`config.mk`:
```
export PLATFORM = sky130hd
export DESIGN_NAME = matmul_sequencer_flat
export DESIGN_NICKNAME = d
export VERILOG_FILES = /design/src/rtl/matmul_seq_pkg.sv /design/src/rtl/matmul_sequencer_if.sv /design/src/rtl/matmul_apb_master.sv /design/src/rtl/matmul_sequencer.sv /design/src/flat_wrapper.sv
export SDC_FILE = /design/constraint.sdc
export NUM_CORES = 1
export LEC_CHECK = 0
export ABC_AREA = 1
export CAP_MARGIN = 20
export CORE_MARGIN = 2
export CORE_UTILIZATION = 24
export DETAILED_ROUTE_END_ITERATION = 8
export HOLD_SLACK_MARGIN = 0.15
export MAX_ROUTING_LAYER = met4
export SLEW_MARGIN = 20
export SYNTH_ARGS = -nofsm -noshare
export SYNTH_HDL_FRONTEND = slang
export SYNTH_SLANG_ARGS = --single-unit
```
`constraint.sdc`:
```
create_clock -name clk_i -period 4.5 [get_ports clk_i]
set_input_delay 0.9 -clock clk_i [delete_from_list [all_inputs] [get_ports clk_i]]
set_output_delay 0.9 -clock clk_i [all_outputs]
set_load 0.01 [all_outputs]
```
`src/rtl/matmul_seq_pkg.sv`:
```
// Shared types and defaults for the matmul job sequencer.
// Imported by the sequencer top and its APB engine.
package matmul_seq_pkg;

   typedef enum logic [2:0] {
      IDLE,
      W_SETUP,
      W_ACCESS,
      WAIT_BUSY,
      R_SETUP,
      R_ACCESS,
      R_HOLD,
      DONE
   } state_t;

   localparam logic [15:0] DEF_CTRL_ADDR = 16'h0000;
   localparam int DEF_TIMEOUT = 1024;
   localparam int DEF_MAX_RD = 16;

endpackage

```
`src/rtl/matmul_sequencer_if.sv`:
```
// Job, APB, busy and result signals of the matmul sequencer.
// master = sequencer side, slave = environment side.
interface matmul_sequencer_if #(
   parameter int BUS_WIDTH = 32,
   parameter int DATA_WIDTH = 8,
   parameter int ADDR_WIDTH = 16,
   parameter int MAX_RD = 16
);
   localparam int MAX_DIM = BUS_WIDTH / DATA_WIDTH;
   localparam int CW = $clog2(MAX_RD + 1);

   logic                  job_valid_i;
   logic                  job_ready_o;
   logic [BUS_WIDTH-1:0]  job_ctrl_i;
   logic [ADDR_WIDTH-1:0] job_rd_base_i;
   logic [CW-1:0]         job_rd_cnt_i;

   logic                  psel_o;
   logic                  penable_o;
   logic                  pwrite_o;
   logic [MAX_DIM-1:0]    pstrb_o;
   logic [BUS_WIDTH-1:0]  pwdata_o;
   logic [ADDR_WIDTH-1:0] paddr_o;
   logic                  pready_i;
   logic                  pslverr_i;
   logic [BUS_WIDTH-1:0]  prdata_i;

   logic                  busy_i;

   logic                  res_valid_o;
   logic                  res_ready_i;
   logic [BUS_WIDTH-1:0]  res_data_o;
   logic                  res_last_o;
   logic                  done_o;
   logic                  err_o;

   modport master (
      input  job_valid_i, job_ctrl_i,
      input  job_rd_base_i, job_rd_cnt_i,
      output job_ready_o,
      output psel_o, penable_o, pwrite_o,
      output pstrb_o, pwdata_o, paddr_o,
      input  pready_i, pslverr_i, prdata_i,
      input  busy_i,
      output res_valid_o, res_data_o,
      output res_last_o,
      input  res_ready_i,
      output done_o, err_o
   );

   modport slave (
      output job_valid_i, job_ctrl_i,
      output job_rd_base_i, job_rd_cnt_i,
      input  job_ready_o,
      input  psel_o, penable_o, pwrite_o,
      input  pstrb_o, pwdata_o, paddr_o,
      output pready_i, pslverr_i, prdata_i,
      output busy_i,
      input  res_valid_o, res_data_o,
      input  res_last_o,
      output res_ready_i,
      input  done_o, err_o
   );

endinterface

```
`src/rtl/matmul_apb_master.sv`:
```
// Single APB transfer engine; the caller sequences SETUP/ACCESS.
// Bus outputs are zero whenever no transfer is in flight.
module matmul_apb_master #(
   parameter int AW = 16,
   parameter int BW = 32,
   parameter int SW = 4
) (
   input  logic          clk_i,
   input  logic          rst_i,
   input  logic          setup_i,
   input  logic          access_i,
   input  logic          write_i,
   input  logic [AW-1:0] addr_i,
   input  logic [BW-1:0] wdata_i,
   input  logic [SW-1:0] strb_i,
   input  logic          pready_i,
   input  logic          pslverr_i,
   input  logic [BW-1:0] prdata_i,
   output logic          psel_o,
   output logic          penable_o,
   output logic          pwrite_o,
   output logic [AW-1:0] paddr_o,
   output logic [BW-1:0] pwdata_o,
   output logic [SW-1:0] pstrb_o,
   output logic          done_o,
   output logic          err_o,
   output logic [BW-1:0] rdata_o
);

   logic sel;

   assign sel       = setup_i | access_i;
   assign psel_o    = sel;
   assign penable_o = access_i;
   assign pwrite_o  = sel & write_i;
   assign paddr_o   = sel ? addr_i : '0;
   assign pwdata_o  = sel ? wdata_i : '0;
   assign pstrb_o   = sel ? strb_i : '0;
   assign done_o    = access_i & pready_i;
   assign err_o     = done_o & pslverr_i;

   // Error responses never overwrite the held word.
   always_ff @(posedge clk_i or posedge rst_i) begin
      if (rst_i) begin
         rdata_o <= '0;
      end else if (done_o && !pslverr_i && !write_i) begin
         rdata_o <= prdata_i;
      end
   end

endmodule

```
`src/rtl/matmul_sequencer.sv`:
```
// Matmul job sequencer: writes the control word over APB, waits
// for busy to drop, then streams the result words out.
module matmul_sequencer
   import matmul_seq_pkg::*;
#(
   parameter int BUS_WIDTH = 32,
   parameter int DATA_WIDTH = 8,
   parameter int ADDR_WIDTH = 16,
   parameter logic [ADDR_WIDTH-1:0] CTRL_ADDR =
      ADDR_WIDTH'(DEF_CTRL_ADDR),
   parameter int MAX_RD = DEF_MAX_RD,
   parameter int TIMEOUT = DEF_TIMEOUT
) (
   input logic clk_i,
   input logic rst_i,
   matmul_sequencer_if.master bus
);

   localparam int MAX_DIM = BUS_WIDTH / DATA_WIDTH;
   localparam int CW = $clog2(MAX_RD + 1);
   localparam int TW = $clog2(TIMEOUT + 1);

   state_t state_q;
   state_t state_d;

   logic [BUS_WIDTH-1:0]  ctrl_q;
   logic [ADDR_WIDTH-1:0] base_q;
   logic [CW-1:0]         cnt_q;
   logic [CW-1:0]         idx_q;
   logic [TW-1:0]         tmo_q;
   logic                  err_q;
   logic                  abort;
   logic                  last;

   logic                  ap_setup;
   logic                  ap_access;
   logic                  ap_write;
   logic [ADDR_WIDTH-1:0] ap_addr;
   logic [BUS_WIDTH-1:0]  ap_wdata;
   logic [MAX_DIM-1:0]    ap_strb;
   logic                  xfer_done;
   logic                  xfer_err;
   logic [BUS_WIDTH-1:0]  rdata;

   assign last = (idx_q == cnt_q - CW'(1));

   always_ff @(posedge clk_i or posedge rst_i) begin
      if (rst_i) begin
         state_q <= IDLE;
      end else begin
         state_q <= state_d;
      end
   end

   always_comb begin
      state_d = state_q;
      abort   = 1'b0;
      unique case (state_q)
         IDLE: begin
            if (bus.job_valid_i) state_d = W_SETUP;
         end
         W_SETUP: state_d = W_ACCESS;
         W_ACCESS: begin
            if (xfer_done) begin
               if (xfer_err) begin
                  state_d = DONE;
                  abort   = 1'b1;
               end else begin
                  state_d = WAIT_BUSY;
               end
            end
         end
         // tmo_q == 0 is the guard cycle: busy may lag the write.
         WAIT_BUSY: begin
            if (tmo_q != '0) begin
               if (!bus.busy_i) begin
                  state_d = (cnt_q == '0) ? DONE : R_SETUP;
               end else if (tmo_q == TW'(TIMEOUT - 1)) begin
                  state_d = DONE;
                  abort   = 1'b1;
               end
            end
         end
         R_SETUP: state_d = R_ACCESS;
         R_ACCESS: begin
            if (xfer_done) begin
               if (xfer_err) begin
                  state_d = DONE;
                  abort   = 1'b1;
               end else begin
                  state_d = R_HOLD;
               end
            end
         end
         R_HOLD: begin
            if (bus.res_ready_i) begin
               state_d = last ? DONE : R_SETUP;
            end
         end
         DONE: state_d = IDLE;
         default: state_d = IDLE;
      endcase
   end

   always_comb begin
      bus.job_ready_o = (state_q == IDLE) && !rst_i;
      ap_setup  = (state_q == W_SETUP) || (state_q == R_SETUP);
      ap_access = (state_q == W_ACCESS) || (state_q == R_ACCESS);
      ap_write  = (state_q == W_SETUP) || (state_q == W_ACCESS);
      ap_addr   = base_q + ADDR_WIDTH'(idx_q);
      ap_wdata  = '0;
      ap_strb   = '0;
      if (ap_write) begin
         ap_addr  = CTRL_ADDR;
         ap_wdata = ctrl_q;
         ap_strb  = {MAX_DIM{1'b1}};
      end
      bus.res_valid_o = (state_q == R_HOLD);
      bus.res_data_o  = '0;
      bus.res_last_o  = 1'b0;
      if (state_q == R_HOLD) begin
         bus.res_data_o = rdata;
         bus.res_last_o = last;
      end
      bus.done_o = (state_q == DONE);
      bus.err_o  = (state_q == DONE) && err_q;
   end

   always_ff @(posedge clk_i or posedge rst_i) begin
      if (rst_i) begin
         ctrl_q <= '0;
         base_q <= '0;
         cnt_q  <= '0;
         idx_q  <= '0;
         tmo_q  <= '0;
         err_q  <= 1'b0;
      end else begin
         if (state_q == IDLE && bus.job_valid_i) begin
            ctrl_q <= bus.job_ctrl_i;
            base_q <= bus.job_rd_base_i;
            cnt_q  <= (bus.job_rd_cnt_i > CW'(MAX_RD)) ?
                      CW'(MAX_RD) : bus.job_rd_cnt_i;
            idx_q  <= '0;
            err_q  <= 1'b0;
         end
         if (abort) err_q <= 1'b1;
         if (state_q == R_HOLD && bus.res_ready_i) begin
            idx_q <= idx_q + CW'(1);
         end
         tmo_q <= (state_q == WAIT_BUSY) ? tmo_q + TW'(1) : '0;
      end
   end

   matmul_apb_master #(
      .AW(ADDR_WIDTH),
      .BW(BUS_WIDTH),
      .SW(MAX_DIM)
   ) u_apb (
      .clk_i    (clk_i),
      .rst_i    (rst_i),
      .setup_i  (ap_setup),
      .access_i (ap_access),
      .write_i  (ap_write),
      .addr_i   (ap_addr),
      .wdata_i  (ap_wdata),
      .strb_i   (ap_strb),
      .pready_i (bus.pready_i),
      .pslverr_i(bus.pslverr_i),
      .prdata_i (bus.prdata_i),
      .psel_o   (bus.psel_o),
      .penable_o(bus.penable_o),
      .pwrite_o (bus.pwrite_o),
      .paddr_o  (bus.paddr_o),
      .pwdata_o (bus.pwdata_o),
      .pstrb_o  (bus.pstrb_o),
      .done_o   (xfer_done),
      .err_o    (xfer_err),
      .rdata_o  (rdata)
   );

endmodule

```
`src/flat_wrapper.sv`:
```
// flat-port wrapper written by rule: the top's interface ports become plain ports
module matmul_sequencer_flat import matmul_seq_pkg::*;
#(
   parameter int BUS_WIDTH = 32,
   parameter int DATA_WIDTH = 8,
   parameter int ADDR_WIDTH = 16,
   parameter logic [ADDR_WIDTH-1:0] CTRL_ADDR =
      ADDR_WIDTH'(DEF_CTRL_ADDR),
   parameter int MAX_RD = DEF_MAX_RD,
   parameter int TIMEOUT = DEF_TIMEOUT
)
  (clk_i, rst_i, bus_job_valid_i, bus_job_ctrl_i, bus_job_rd_base_i, bus_job_rd_cnt_i, bus_job_ready_o, bus_psel_o, bus_penable_o, bus_pwrite_o, bus_pstrb_o, bus_pwdata_o, bus_paddr_o, bus_pready_i, bus_pslverr_i, bus_prdata_i, bus_busy_i, bus_res_valid_o, bus_res_data_o, bus_res_last_o, bus_res_ready_i, bus_done_o, bus_err_o);
  matmul_sequencer_if #(.BUS_WIDTH(BUS_WIDTH), .DATA_WIDTH(DATA_WIDTH), .ADDR_WIDTH(ADDR_WIDTH), .MAX_RD(MAX_RD)) bus_i ();
  input logic clk_i;
  input logic rst_i;
  input wire logic [$bits(bus_i.job_valid_i)-1:0] bus_job_valid_i;
  input wire logic [$bits(bus_i.job_ctrl_i)-1:0] bus_job_ctrl_i;
  input wire logic [$bits(bus_i.job_rd_base_i)-1:0] bus_job_rd_base_i;
  input wire logic [$bits(bus_i.job_rd_cnt_i)-1:0] bus_job_rd_cnt_i;
  output wire logic [$bits(bus_i.job_ready_o)-1:0] bus_job_ready_o;
  output wire logic [$bits(bus_i.psel_o)-1:0] bus_psel_o;
  output wire logic [$bits(bus_i.penable_o)-1:0] bus_penable_o;
  output wire logic [$bits(bus_i.pwrite_o)-1:0] bus_pwrite_o;
  output wire logic [$bits(bus_i.pstrb_o)-1:0] bus_pstrb_o;
  output wire logic [$bits(bus_i.pwdata_o)-1:0] bus_pwdata_o;
  output wire logic [$bits(bus_i.paddr_o)-1:0] bus_paddr_o;
  input wire logic [$bits(bus_i.pready_i)-1:0] bus_pready_i;
  input wire logic [$bits(bus_i.pslverr_i)-1:0] bus_pslverr_i;
  input wire logic [$bits(bus_i.prdata_i)-1:0] bus_prdata_i;
  input wire logic [$bits(bus_i.busy_i)-1:0] bus_busy_i;
  output wire logic [$bits(bus_i.res_valid_o)-1:0] bus_res_valid_o;
  output wire logic [$bits(bus_i.res_data_o)-1:0] bus_res_data_o;
  output wire logic [$bits(bus_i.res_last_o)-1:0] bus_res_last_o;
  input wire logic [$bits(bus_i.res_ready_i)-1:0] bus_res_ready_i;
  output wire logic [$bits(bus_i.done_o)-1:0] bus_done_o;
  output wire logic [$bits(bus_i.err_o)-1:0] bus_err_o;
  assign bus_i.job_valid_i = bus_job_valid_i;
  assign bus_i.job_ctrl_i = bus_job_ctrl_i;
  assign bus_i.job_rd_base_i = bus_job_rd_base_i;
  assign bus_i.job_rd_cnt_i = bus_job_rd_cnt_i;
  assign bus_job_ready_o = bus_i.job_ready_o;
  assign bus_psel_o = bus_i.psel_o;
  assign bus_penable_o = bus_i.penable_o;
  assign bus_pwrite_o = bus_i.pwrite_o;
  assign bus_pstrb_o = bus_i.pstrb_o;
  assign bus_pwdata_o = bus_i.pwdata_o;
  assign bus_paddr_o = bus_i.paddr_o;
  assign bus_i.pready_i = bus_pready_i;
  assign bus_i.pslverr_i = bus_pslverr_i;
  assign bus_i.prdata_i = bus_prdata_i;
  assign bus_i.busy_i = bus_busy_i;
  assign bus_res_valid_o = bus_i.res_valid_o;
  assign bus_res_data_o = bus_i.res_data_o;
  assign bus_res_last_o = bus_i.res_last_o;
  assign bus_i.res_ready_i = bus_res_ready_i;
  assign bus_done_o = bus_i.done_o;
  assign bus_err_o = bus_i.err_o;
  matmul_sequencer #(.BUS_WIDTH(BUS_WIDTH), .DATA_WIDTH(DATA_WIDTH), .ADDR_WIDTH(ADDR_WIDTH), .CTRL_ADDR(CTRL_ADDR), .MAX_RD(MAX_RD), .TIMEOUT(TIMEOUT)) u_core (.clk_i(clk_i), .rst_i(rst_i), .bus(bus_i));
endmodule
```
==> run summary <==
## Clock network
- yes — TritonCTS clock tree
- 0.07 ns — Clk pin slew, worst setup/hold paths
- 3 — H-Tree Depth
- 0 — setup bufs post-CTS
- 105 — number of sinks driven by the clock tree
- 0 — number of buffers inserted for hold repair after clock tree synthesis
- sky130_fd_sc_hd__clkbuf_16 — Clock Tree Root
- 0 — number of gates given a new drive strength after cts
- 2 — maximum clock insertion buffer count
- 0.35 ns — insertion delay of the later-clocked pin in the worst-skew pair
- 9 — Num CTS Buffers

## GRT
- 3.82% — grt met3 use
- 24200 um — first-pass GRT wire length
- 65 — maximum number of pins on one net before global-route repair
- 13.0% — GRT Total Usage
- 16.0% — grt met1 use
- 0 — number of antenna violations at the first check in global routing
- met2 — busiest grt layer
- 4883 — vias in the first global route
- 0 — Overflow after GRT
- 20.5% — met2 GRT Util

## Timing
- 0.488 ns — worst hold margin
- 3.79 ns — shortest clock period the worst path allows after layout
- 0.708 ns — Final WS setup
- 0 ns — TNS Setup
- 0 — endpoints failing hold
- 36.5% — max_slew headroom
- 0 — final setup vio count
- 84.3% — final cycle utilization of the critical path
- 264 MHz — Fmax achieved
- 0.950 ns — pin slew with the least headroom to its limit
- 0.00807 ns — post-route clock skew
- false — RSZ-0062 raised after global routing
- 0 — pins over their slew limit

## Yosys
- 0 — Ys Warns
- 33 — number of unique standard cell types used by synthesis
- sky130_fd_sc_hd__nand2_1 (158), sky130_fd_sc_hd__nor2_1 (140), sky130_fd_sc_hd__inv_1 (119) — commonest cells in the synthesized netlist
- 735 — synthesized instance count
- 837 — net count after synthesis
- sky130_fd_sc_hd__dfrtp_1 — Synth Flop Type
- 100% — async set-or-reset flop fraction in the synthesized netlist
- 105 — FF+latch count, synth
- 47.8% — area share of the largest cell type after synthesis
- sky130_fd_sc_hd__dfrtp_1 — library cell occupying the most area in the post-synthesis netlist
- 7.49 um^2 — mean instance size in the synthesized netlist
- 47.8% — proportion of synthesized chip area in sequential cells
- 0 — number of synthesized flops with an enable pin
- 5500 um^2 — post-synthesis cell area
- sky130_fd_sc_hd__nand2_1 — top-count cell post-synth
- sky130_fd_sc_hd__dfrtp_1 (48%), sky130_fd_sc_hd__nand2_1 (11%), sky130_fd_sc_hd__nor2_1 (9.6%) — leading cell types by total area after synthesis

## Critical path
- bus_paddr_o[14] — destination of the critical timing path
- u_core.idx_q[0]$_DFFE_PP0P_ — startpoint of the most critical setup path
- flop to primary output — WS Path Type
- 2.89 ns — endpoint arrival time on the critical path
- 5 — CP Max Fanout
- 3.60 ns — worst path required time
- primary output — Critical Path End Type
- 7 — worst-case reg-to-reg path depth
- sky130_fd_sc_hd__nand3_1 — cell with the most instances on the worst path
- 0.60 ns — slowest stage delay, CP
- 1 — worst path bufs/invs
- flop — type of origin of the critical path
- sky130_fd_sc_hd__clkdlybuf4s50_1 — cell with the largest stage delay on the worst path
- ha_1 -> fa_1 -> nand3_1 -> nand3_1 -> nand2_1 -> nand2_1 -> nand3_1 -> o21ai_0 -> nor2_1 -> clkdlybuf4s50_1 — ordered cell list for the critical path
- simple AND/OR/NAND/NOR gates — cell class contributing the biggest share of worst-path delay
- 10 — instance count on the critical path
- u_core.u_apb.rdata_o[17]$_DFFE_PP0P_ — Critical R2R Capture
- 2.01 ns — reg-to-reg setup timing slack
- u_core.state_q[1]$_DFFE_PP0P_ — Crit Reg-Reg Startpoint

## Routing
- 215 — Initial DRC Count
- 0 — Remaining DRCs
- 15000 um — DRT Wirelength
- 0 — Post-DRT Antenna Nets
- 4985 — number of vias after detailed routing
- 4.18 — post-DR vias/cell
- 4 — total iterations of the first detailed-routing run
- 12.5 um — average routed wire per standard cell

## Place
- 0.841 — routability cong.
- 11100 um — Post-DP HPWL
- 7560 um^2 — instance area after placement
- 183 — number of port buffers
- 1.10 ns — pre-CTS setup slack
- 1179 — placed instance count

## Die
- 155 um — Die Height
- 24200 um^2 — total die area
- 24.4% — Initial Util
- 22600 um^2 — core area
- 184 — Ports
- 155 um — horizontal die dimension
- 55 — number of core rows

## Pwr
- 3.69 nW — leakage power
- 573 nW/um^2 — power density relative to cell area
- 0.225 mV — maximum VDD drop

## Layout
- 4.19% — ratio of cells with drive above 1 in the final layout
- 42.9% — growth of design area from synthesis to finish
- 1193 — final std cells w/o fill
- 2354 — number of fill cells in the layout
- 0 — ant diodes
- 1007 — final layout net count
- 7860 um^2 — Post-Layout Inst Area

## Min path
- flop to flop — kind of path behind the tightest hold check

## Run
- 0 — Maximum Capacitance Violations

## Outcome
- completed — result of the run

[power by group]
part	internal [mW]	switching, mW	leakage (nW)
Clock	0.483	0.359	0.148
Sequential	1.33	0.191	1.27
Combinational	0.953	1.19	2.28
Total	2.76	1.74	3.69
[flip-flops by register name, indices dropped and copies added, names as in the netlist]
signal,flops
u_core.idx_q,5
u_core.ctrl_q,32
u_core.cnt_q,5
u_core.u_apb.rdata_o,32
u_core.tmo_q,11
u_core.err_q,1
u_core.base_q,16
u_core.state_q,3
[logic make-up (layout without fill, tap and decap cells)]
kind of cell             count (synthesis)  after routing  share of synthesized area, %
AO/OA/AOI/OAI                          112            112                          11.0
XOR/XNOR                                 5              5                         0.796
adder cells (fa/ha/maj)                 10             10                          2.41
buffers and inverters                  151            324                          11.8
flip-flops                             105            105                          47.8
AND/OR/NAND/NOR                        352            352                          26.2
[per-layer routing]
metal | wire [um] | share of wire (%) | vias up
li1 | - | - | 2600
met3 | 924 | 6.2 | 21
met5 | 0 | 0 | -
met1 | 6930 | 46 | 2231
met4 | 312 | 2.1 | 0
met2 | 6800 | 45 | 133
[layout by cell type (no fill, tap or decap), types with 4 or more instances in the layout]
cell,n
sky130_fd_sc_hd__clkdlybuf4s50_1,183
sky130_fd_sc_hd__nand2_1,158
sky130_fd_sc_hd__nor2_1,140
sky130_fd_sc_hd__inv_1,118
sky130_fd_sc_hd__dfrtp_1,105
sky130_fd_sc_hd__o21ai_0,53
sky130_fd_sc_hd__a21oi_1,42
sky130_fd_sc_hd__nand3_1,27
sky130_fd_sc_hd__nor3_1,15
sky130_fd_sc_hd__ha_1,9
sky130_fd_sc_hd__clkbuf_16,9
sky130_fd_sc_hd__a21oi_2,7
sky130_fd_sc_hd__nand4_1,4
sky130_fd_sc_hd__buf_4,4
[final cells by class]
class                           count  area (um^2)  area share (%)
Timing Repair Buffer              188         1880            23.9
Sequential cell                   105         2630            33.4
Tap cell                          285          357            4.54
Inverter                          122          465            5.92
Clock inverter                      5         81.3            1.03
Multi-Input combinational cell    479         2220            28.3
Clock buffer                        9          225            2.86
[worst min-delay path by stage]
stage / slack, ns / cells past startpoint / to / start
2_1_floorplan: 0.45 / 2 / u_core.base_q[0]$_DFFE_PP0P_ / u_core.base_q[0]$_DFFE_PP0P_
4_1_cts: 0.49 / 2 / u_core.base_q[3]$_DFFE_PP0P_ / u_core.base_q[3]$_DFFE_PP0P_
6_report: 0.49 / 2 / u_core.base_q[3]$_DFFE_PP0P_ / u_core.base_q[3]$_DFFE_PP0P_
5_1_grt: 0.51 / 2 / u_core.base_q[4]$_DFFE_PP0P_ / u_core.base_q[4]$_DFFE_PP0P_
3_3_place_gp: 0.47 / 2 / u_core.base_q[4]$_DFFE_PP0P_ / u_core.base_q[4]$_DFFE_PP0P_
3_5_place_dp: 0.48 / 2 / u_core.base_q[0]$_DFFE_PP0P_ / u_core.base_q[0]$_DFFE_PP0P_
[through the flow]
stage / utilization (%) / power [mW]
floorplan: - / 2.82
global placement: 33.5 / 3.69
detailed placement: 33.5 / 3.71
CTS: 34.8 / 4.58
global route: 34.8 / 4.92
finish: 34.8 / 4.51
[worst reg2reg max path, delay by kind of cell (launching register included)]
family          cells  cell delay (ns)
flops               1             0.54
buf+inv             2             0.35
compound gates      2             0.18
simple gates        3             1.29
Note: power is estimated with default switching activity, not from simulation.
